## src/rtl/mips_pkg.sv

```systemverilog
// Shared definitions for the MIPS execution-stage multiply/divide unit:
// operation encodings, FSM states and the iteration count.
package mips_pkg;

    typedef enum logic [1:0] {
        MD_MULT  = 2'b00,
        MD_MULTU = 2'b01,
        MD_DIV   = 2'b10,
        MD_DIVU  = 2'b11
    } md_op_e;

    typedef enum logic [1:0] {
        IDLE = 2'b00,
        RUN  = 2'b01,
        FIN  = 2'b10
    } md_state_e;

    localparam int MD_ITERS = 32;

endpackage

```

## src/rtl/mul_div_unit_if.sv

```systemverilog
// Issue/result bundle between the execution stage and the multiply/divide
// unit, including the MTHI/MTLO write port and the HI/LO read-back.
interface mul_div_unit_if #(parameter int WIDTH = 32);
    logic             start;
    logic [1:0]       op;
    logic [WIDTH-1:0] opA;
    logic [WIDTH-1:0] opB;
    logic             write_hi;
    logic             write_lo;
    logic [WIDTH-1:0] wdata;
    logic             busy;
    logic             done;
    logic [WIDTH-1:0] hi;
    logic [WIDTH-1:0] lo;

    modport master (
        output start, op, opA, opB, write_hi, write_lo, wdata,
        input  busy, done, hi, lo
    );

    modport slave (
        input  start, op, opA, opB, write_hi, write_lo, wdata,
        output busy, done, hi, lo
    );
endinterface

```

## src/rtl/mul_div_core.sv

```systemverilog
// One iteration of the unsigned datapath: shift-add multiply step or
// restoring divide step on a {upper, lower} double-width accumulator.
module mul_div_core #(
    parameter int WIDTH = 32
) (
    input  logic               is_div,
    input  logic [2*WIDTH-1:0] acc,
    input  logic [WIDTH-1:0]   operand,
    output logic [2*WIDTH-1:0] acc_next
);

    logic [WIDTH-1:0] addend;
    logic [WIDTH:0]   sum;
    logic [WIDTH:0]   diff;

    always_comb begin
        // NOTE: every combinational output gets a default first so no path infers a latch.
        acc_next = acc;
        addend   = acc[0] ? operand : '0;
        sum      = {1'b0, acc[2*WIDTH-1:WIDTH]} + {1'b0, addend};
        // Shifted partial remainder minus divisor; the borrow bit decides restore.
        diff     = acc[2*WIDTH-1:WIDTH-1] - {1'b0, operand};
        if (is_div) begin
            if (diff[WIDTH])
                acc_next = {acc[2*WIDTH-2:0], 1'b0};
            else
                acc_next = {diff[WIDTH-1:0], acc[WIDTH-2:0], 1'b1};
        end else begin
            acc_next = {sum, acc[WIDTH-1:1]};
        end
    end

endmodule

```

## src/rtl/mul_div_unit.sv

```systemverilog
// Multi-cycle MULT/MULTU/DIV/DIVU unit owning HI/LO: latch magnitudes on
// start, iterate WIDTH times, sign-correct and commit in FIN.
module mul_div_unit
    import mips_pkg::*;
#(
    parameter int WIDTH = MD_ITERS
) (
    input logic           clk,
    input logic           rst,
    mul_div_unit_if.slave bus
);

    md_state_e          state, state_next;
    logic [5:0]         cnt;
    logic [WIDTH-1:0]   hi_r, lo_r;
    logic               done_r;

    logic               is_div_r, neg_q_r, neg_r_r, div_zero_r;
    logic [WIDTH-1:0]   a_orig_r, operand_r;
    logic [2*WIDTH-1:0] acc, acc_next;

    md_op_e             op_in;
    logic               in_div, in_signed;
    logic [WIDTH-1:0]   a_mag, b_mag;
    logic [2*WIDTH-1:0] prod;
    logic [WIDTH-1:0]   quot, rem, res_hi, res_lo;

    assign op_in     = md_op_e'(bus.op);
    assign in_div    = (op_in == MD_DIV) || (op_in == MD_DIVU);
    assign in_signed = (op_in == MD_MULT) || (op_in == MD_DIV);
    assign a_mag     = (in_signed && bus.opA[WIDTH-1]) ? -bus.opA : bus.opA;
    assign b_mag     = (in_signed && bus.opB[WIDTH-1]) ? -bus.opB : bus.opB;

    mul_div_core #(.WIDTH(WIDTH)) u_core (
        .is_div   (is_div_r),
        .acc      (acc),
        .operand  (operand_r),
        .acc_next (acc_next)
    );

    always_comb begin
        state_next = state;
        case (state)
            IDLE:    if (bus.start) state_next = RUN;
            RUN:     if (cnt == 6'(WIDTH - 1)) state_next = FIN;
            FIN:     state_next = IDLE;
            default: state_next = IDLE;
        endcase
    end

    // Sign correction and the divide-by-zero override applied when committing.
    always_comb begin
        prod   = neg_q_r ? -acc : acc;
        quot   = neg_q_r ? -acc[WIDTH-1:0] : acc[WIDTH-1:0];
        rem    = neg_r_r ? -acc[2*WIDTH-1:WIDTH] : acc[2*WIDTH-1:WIDTH];
        res_hi = prod[2*WIDTH-1:WIDTH];
        res_lo = prod[WIDTH-1:0];
        if (is_div_r) begin
            res_hi = div_zero_r ? a_orig_r : rem;
            res_lo = div_zero_r ? '1 : quot;
        end
    end

    always_ff @(posedge clk) begin
        // NOTE: non-blocking assignments so every register samples pre-edge values.
        if (rst) begin
            state  <= IDLE;
            cnt    <= '0;
            hi_r   <= '0;
            lo_r   <= '0;
            done_r <= 1'b0;
        end else begin
            state  <= state_next;
            done_r <= 1'b0;
            case (state)
                IDLE: begin
                    cnt <= '0;
                    if (bus.write_hi) hi_r <= bus.wdata;
                    if (bus.write_lo) lo_r <= bus.wdata;
                end
                RUN: cnt <= cnt + 6'd1;
                FIN: begin
                    hi_r   <= res_hi;
                    lo_r   <= res_lo;
                    done_r <= 1'b1;
                end
                default: ;
            endcase
        end
    end

    // NOTE: datapath registers have no reset; each start reloads them fully.
    always_ff @(posedge clk) begin
        if (state == IDLE && bus.start) begin
            is_div_r   <= in_div;
            a_orig_r   <= bus.opA;
            div_zero_r <= (bus.opB == '0);
            neg_q_r    <= in_signed && (bus.opA[WIDTH-1] ^ bus.opB[WIDTH-1]);
            neg_r_r    <= in_signed && in_div && bus.opA[WIDTH-1];
            operand_r  <= in_div ? b_mag : a_mag;
            acc        <= {{WIDTH{1'b0}}, (in_div ? a_mag : b_mag)};
        end else if (state == RUN) begin
            acc <= acc_next;
        end
    end

    assign bus.busy = (state != IDLE);
    assign bus.done = done_r;
    assign bus.hi   = hi_r;
    assign bus.lo   = lo_r;

endmodule

```

## src/flat_wrapper.sv

```systemverilog
// flat-port wrapper written by rule: the top's interface ports become plain ports
module mul_div_unit_flat import mips_pkg::*;
#(
    parameter int WIDTH = MD_ITERS
)
  (clk, rst, bus_start, bus_op, bus_opA, bus_opB, bus_write_hi, bus_write_lo, bus_wdata, bus_busy, bus_done, bus_hi, bus_lo);
  mul_div_unit_if #(.WIDTH(WIDTH)) bus_i ();
  input logic clk;
  input logic rst;
  input wire logic [$bits(bus_i.start)-1:0] bus_start;
  input wire logic [$bits(bus_i.op)-1:0] bus_op;
  input wire logic [$bits(bus_i.opA)-1:0] bus_opA;
  input wire logic [$bits(bus_i.opB)-1:0] bus_opB;
  input wire logic [$bits(bus_i.write_hi)-1:0] bus_write_hi;
  input wire logic [$bits(bus_i.write_lo)-1:0] bus_write_lo;
  input wire logic [$bits(bus_i.wdata)-1:0] bus_wdata;
  output wire logic [$bits(bus_i.busy)-1:0] bus_busy;
  output wire logic [$bits(bus_i.done)-1:0] bus_done;
  output wire logic [$bits(bus_i.hi)-1:0] bus_hi;
  output wire logic [$bits(bus_i.lo)-1:0] bus_lo;
  assign bus_i.start = bus_start;
  assign bus_i.op = bus_op;
  assign bus_i.opA = bus_opA;
  assign bus_i.opB = bus_opB;
  assign bus_i.write_hi = bus_write_hi;
  assign bus_i.write_lo = bus_write_lo;
  assign bus_i.wdata = bus_wdata;
  assign bus_busy = bus_i.busy;
  assign bus_done = bus_i.done;
  assign bus_hi = bus_i.hi;
  assign bus_lo = bus_i.lo;
  mul_div_unit #(.WIDTH(WIDTH)) u_core (.clk(clk), .rst(rst), .bus(bus_i));
endmodule
```

## config.mk

```make
export PLATFORM = sky130hd
export DESIGN_NAME = mul_div_unit_flat
export DESIGN_NICKNAME = d
export VERILOG_FILES = /design/src/rtl/mips_pkg.sv /design/src/rtl/mul_div_unit_if.sv /design/src/rtl/mul_div_core.sv /design/src/rtl/mul_div_unit.sv /design/src/flat_wrapper.sv
export SDC_FILE = /design/constraint.sdc
export NUM_CORES = 1
export LEC_CHECK = 0
export CAP_MARGIN = 5
export CORE_MARGIN = 2
export CORE_UTILIZATION = 40
export DETAILED_ROUTE_END_ITERATION = 6
export PLACE_DENSITY = 0.67
export SLEW_MARGIN = 20
export SYNTH_ARGS = -nofsm -noshare
export SYNTH_HDL_FRONTEND = slang
export SYNTH_SLANG_ARGS = --single-unit
```

## constraint.sdc

```tcl
create_clock -name clk -period 4.4 [get_ports clk]
set_clock_uncertainty 0.05 [all_clocks]
set_input_delay 0.88 -clock clk [delete_from_list [all_inputs] [get_ports clk]]
set_output_delay 0.88 -clock clk [all_outputs]
set_load 0.02 [all_outputs]
```

=== Word-level counts from Yosys, hierarchy flattened ===
Cells that the tools add are included.

* Add/subtract/negate cells: 8
* $mul: 0
* Div/mod/pow operators: 0
* $lt $le $gt $ge: 0
* Eq/ne operators: 9
* Shift-type cells: 0
* Multiplexer cells: 25
* Bitwise logic cells: 1
* Reductions and logical operators: 18

{| class="wikitable"
|+ Operator list
! operator !! number
|-
| 32-bit two-way mux || 15
|-
| 64-bit two-way mux || 3
|-
| 32-bit negation || 4
|-
| 32-bit one-hot mux with 2 select lines || 2
|-
| 64-bit negation || 1
|-
| 32-bit by 32-bit adder with 33-bit output || 1
|-
| 33-bit by 32-bit subtractor with 33-bit output || 1
|-
| 32-bit logical NOT || 1
|-
| 6-bit one-hot mux with 2 select lines || 1
|-
| 2-bit nonzero test || 4
|-
| 6-bit by 1-bit adder with 6-bit output (second input constant) || 1
|-
| 2-bit equality test (second input constant) || 3
|-
| 6-bit by 5-bit equality test with 1-bit output (second input constant) || 1
|-
| 1-bit logical AND || 6
|-
| 2-bit != test (second input constant) || 3
|-
| 2-bit AND reduction || 3
|-
| 2-bit logical NOT || 2
|-
| 2-bit two-way mux || 2
|-
| 2-bit one-hot mux with 2 select lines || 1
|-
| 2-bit by 1-bit equality test with 1-bit output (second input constant) || 1
|-
| 1-bit logical OR || 2
|-
| 2-bit by 1-bit != test with 1-bit output (second input constant) || 1
|-
| 1-bit two-way mux || 1
|-
| 1-bit bitwise XOR || 1
|}

* Register bits: 205
* Latch bits: 0
* RAM bits: 0
* ROM bits: 0
* Output and inout bits: 66
* Logic and storage cells: 74
* Memories: 0

=== Logic depth before layout (Yosys ltp) ===
* Word-level depth: 6
* Depth in mapped cells: 15
* Mapped depth without buffers: 12

=== Hierarchy ===
From an unflattened synthesis, not the netlist that was laid out.

* Cell total of the unflattened synthesis: 2168
* Area total of the unflattened synthesis: 17364.2 µm²

{| class="wikitable"
|+ Modules (own cells, without submodules)
! module !! instances !! cells an instance !! area an instance (µm²) !! sequential area each (µm²)
|-
| mul_div_unit || 1 || 1480 || 12543.3 || 5104.9
|-
| mul_div_core || 1 || 688 || 4820.9 || 0.0
|}

=== Worst setup path after synthesis ===
Ideal clock, no wire load.

* Path kind: input port to flip-flop
* Start: input bus_start
* End: register u_core.acc[23] (data pin)
* Setup time: 354 ps
* Data arrival time: 3573 ps
* Slack: 424 ps
* Cell stages on the path: 5
* Path buffers: 2
* Path through: nand2_1 -> inv_1 -> clkbuf_1 -> clkbuf_1 -> o2bb2ai_1

* Cells in the longest elaborated chain, start to end: 2

{| class="wikitable"
|+ RTL lines
! item !! RTL line !! text
|-
| from (decl) || flat_wrapper.sv:10 || <nowiki>input wire logic [$bits(bus_i.start)-1:0] bus_start;</nowiki>
|-
| 1-bit logical AND || mul_div_unit.sv:94 || <nowiki>if (state == IDLE && bus.start) begin</nowiki>
|-
| 32-bit two-way mux || mul_div_unit.sv:94 ||
|-
| to (signal assigned) || mul_div_unit.sv:101 || <nowiki>acc <= {{WIDTH{1'b0}}, (in_div ? a_mag : b_mag)};</nowiki>
|-
| to (signal assigned) || mul_div_unit.sv:103 || <nowiki>acc <= acc_next;</nowiki>
|-
| to (decl) || mul_div_unit.sv:20 || <nowiki>logic [2*WIDTH-1:0] acc, acc_next;</nowiki>
|}

No other way between the ends.
A chain may end at the register's enable or synchronous reset.

=== Final worst setup path ===
* Start: register u_core.acc[26]
* End: register u_core.hi_r[15] (netlist: u_core.bus.hi[15])

* Cells in the longest elaborated chain, start to end: 4

{| class="wikitable"
|+ RTL lines
! item !! RTL line !! text
|-
| 64-bit negation || mul_div_unit.sv:53 || <nowiki>prod = neg_q_r ? -acc : acc;</nowiki>
|-
| 64-bit two-way mux || mul_div_unit.sv:53 ||
|-
| 32-bit two-way mux || mul_div_unit.sv:58 || <nowiki>if (is_div_r) begin</nowiki>
|-
| 32-bit one-hot mux with 2 select lines || mul_div_unit.sv:75 || <nowiki>case (state)</nowiki>
|-
| to (signal assigned) || mul_div_unit.sv:78 || <nowiki>if (bus.write_hi) hi_r <= bus.wdata;</nowiki>
|-
| to (signal assigned) || mul_div_unit.sv:83 || <nowiki>hi_r <= res_hi;</nowiki>
|-
| to (decl) || mul_div_unit.sv:15 || <nowiki>logic [WIDTH-1:0] hi_r, lo_r;</nowiki>
|}

No other way between the ends.

==> run_results.csv <==
group,metric,value,unit
die,rows,74,
yosys,yosys_warnings,0,
yosys,avgSynthCellArea,8.09,um2
yosys,synth_top_area_share,18.1,%
global_route,antenna_found_initial,1,
cells_and_area,mostFrequentLayoutCells,"192 x a21oi_1, 189 x nor2_1, 168 x nand2_1",
min_path,min_from,"u_core.bus.lo[29]$_SDFFE_PP0P_",
sta,slew_viol_final,0,
clock_tree,clk_pin_slew_worst_paths,0.06,ns
detailed_routing,drc,0,
worst_setup_path,crit_type,"reg -> reg",
clock_tree,cts_buffer_depth,3,
yosys,synth_top_area_cell,"edfxtp_1",
worst_setup_path,crit_chain,"or4_1 > nor4b_2 > or3b_1 > o41ai_1 > xnor2_1 > nor2_1 > a311oi_1 > a211oi_1 > nor3_1",
cells_and_area,area_delta_synth_final,19.2,%
yosys,synth.distinct_cells,81,
power_and_ir_drop,p_per_area,417,nW/um2
placement,dp_hpwl,50.8,mm
sta,fin_tns_setup,0,ns
sta,whs,0.403,ns
global_route,grt_max_degree,55,
detailed_routing,vias,17000,
yosys,synthFlopType,"dfxtp_1",
sta,finalHoldViolCount,0,
yosys,synth_edf_count,100,
worst_setup_path,crit_path_start,"u_core.acc[26]$_DFFE_PP_",
power_and_ir_drop,ir_worst_vdd,324,uV
die,core-area,40800,um2
worst_setup_path,cp_max_fo,5,
sta,worst_pin_slew,1.08,ns
run,maxCapViolCount,0,
worst_setup_path,crit_family,"simple AND/OR/NAND/NOR gates",
cells_and_area,drive_gt1_share,7.11,%
power_and_ir_drop,fin_total_pwr,0.00823,W
yosys,synth_area_leaders,"edfxtp_1 18%, dfxtp_1 13%, a21oi_1 5.8%",
detailed_routing,wl,65.8,mm
worst_setup_path,required,4.83,ns
worst_setup_path,r2r-start,"u_core.acc[26]$_DFFE_PP_",
sta,rsz0062_at_grt,"false",
worst_setup_path,worst_path_largest_cell_delay,0.70,ns
worst_setup_path,startpoint_type,"flop",
yosys,ys_seq_area_share,30.8,%
worst_setup_path,cp_num_buf_inv,0,
min_path,hp-class,"reg -> reg",
clock_tree,hold_buffers,0,
die,die_h,207,um
yosys,ys_seq_elements,205,
clock_tree,cts-htree-levels,1,
cells_and_area,final_common_cell,"a21oi_1",
clock_tree,numCtsBuffers,25,
global_route,grt_overflow,0,
placement,gp_congestion,0.982,
sta,period_minus_slack,3.98,ns
die,fp.dieW,207,um
clock_tree,tritoncts,"built",
global_route,grt_pass1_wl,99.0,mm
detailed_routing,ant_nets,0,
detailed_routing,drt_iter0_drc,1970,
detailed_routing,first_pass_iters,6,
global_route,grt_usage,29.4,%
cells_and_area,nNetsFinal,2336,
yosys,synth_cells,2047,
placement,io_buffers,168,
clock_tree,insertion_delay,0.57,ns
power_and_ir_drop,p_leak,7.52,nW
clock_tree,cts_sinks,205,
yosys,synthArstFlopShare,0,%
sta,fmax,251,MHz
detailed_routing,routedWlPerCell,24.2,um
die,start_util,40.5,%
cells_and_area,nFillCells,3978,
clock_tree,root_buffer,"clkbuf_16",
yosys,synth_fp_nets,2221,
worst_setup_path,crit_slowest_cell,"o41ai_1",
yosys,syn-cell-area,16600,um2
clock_tree,cts_setup_buffers,0,
die,die_area,43000,um2
clock_tree,postCtsResizedCells,0,
run_status,status,"finished, final reports clean",
sta,timing.final.crit_share,90.5,%
global_route,grt_pass1_vias,15800,
sta,finalSetupViolations,0,
worst_setup_path,cp.arrival,4.42,ns
sta,relSlewSlack,27.9,%
die,io_pins,169,
detailed_routing,post_drt_via_cell_ratio,6.26,
worst_setup_path,critPathCaptureType,"flop",
-- synthesized netlist by cell type (12+ instances only) --
cell        n
o41ai_1    17
nand2b_1   18
a21o_1     33
nor2b_1    15
a211oi_1   32
o221ai_1   37
inv_1      76
dfxtp_1   105
mux2i_1    92
or3_1      20
nand4_1    13
a21oi_1   192
a31oi_1    28
nor4_1     20
edfxtp_1  100
nor3_1     50
nand3_1    28
xor2_1     65
and3_1     17
or4_1      16
mux2_2     12
o31ai_1    39
ha_1       69
o21ai_0   164
xnor2_1   103
clkbuf_1  134
nor2_1    191
o211ai_1   24
nand2_1   168
-- cells by family after synthesis --
logic type | after synthesis | synth area share [%]
AOI/OAI and AO/OA | 671 | 25.9
xor gates and xnor gates | 168 | 8.89
adders and majority gates | 71 | 5.46
buffers and inverters | 225 | 5.17
DFF | 205 | 30.8
muxes | 104 | 6.38
and+or+nand+nor | 603 | 17.4
-- flip-flops by register name, indices dropped and copies added (netlist names) --
signal	flops
u_core.a_orig_r	32
u_core.acc	64
u_core.bus.done	1
u_core.bus.hi	32
u_core.bus.lo	32
u_core.cnt	6
u_core.div_zero_r	1
u_core.is_div_r	1
u_core.neg_q_r	1
u_core.neg_r_r	1
u_core.operand_r	32
u_core.state	2
-- worst paths after layout --
path                                    endpoint  slack (ns)  depth (start not counted)
setup reg to reg  u_core.bus.hi[15]$_SDFFE_PP0P_        0.42                          9
hold reg to reg   u_core.bus.lo[29]$_SDFFE_PP0P_        0.40                          2
setup / recovery  u_core.bus.hi[15]$_SDFFE_PP0P_        0.42                          9
hold / removal    u_core.bus.lo[29]$_SDFFE_PP0P_        0.40                          2
-- routing by layer --
layer,share of wire (%),global-route usage [%]
met1,43,41.5
met4,3.0,8.92
met3,9.2,5.25
met2,44,45.9
met5,0,0
-- where the power goes --
group	internal, W	switching [W]	leakage (nW)	total [W]
sequential	0.00225	0.000301	1.83	0.00255
clock	0.00130	0.000888	0.418	0.00219
combinational	0.00138	0.00211	5.27	0.00349
total	0.00493	0.00330	7.52	0.00823
-- tightest hold or removal path, delay by kind of cell, from the launching register on --
| family | cells | cell delay [ns] |
|---|---|---|
| AOI/OAI and AO/OA | 1 | 0.05 |
| and+or+nand+nor | 1 | 0.05 |
| DFF | 1 | 0.30 |
-- metrics by stage --
| step | utilization, % | std cells | worst slack (ns) | cell area, um2 |
|---|---|---|---|---|
| 4_1_cts | 48.3 | 2713 | 0.453 | 19700 |
| 3_5_place_dp | 46.2 | 2667 | 0.316 | 18900 |
| 2_1_floorplan | - | 2047 | 0.424 | 16600 |
| 5_1_grt | 48.3 | 2713 | 0.285 | 19700 |
| 3_3_place_gp | 46.2 | 2667 | 0.429 | 18900 |
| 6_report | 48.3 | 2714 | 0.417 | 19700 |
-- layout make-up --
class	instances	area [um2]	share of cell area, %
Tap cell	532	666	3.37
Multi-Input combinational cell	1617	10600	53.7
Timing Repair Buffer	235	2200	11.1
Sequential cell	205	5100	25.9
Clock inverter	15	174	0.881
Antenna cell	1	2.50	0.0127
Inverter	78	294	1.49
Clock buffer	31	689	3.49
No activity file was read; power rests on OpenSTA's default activity.
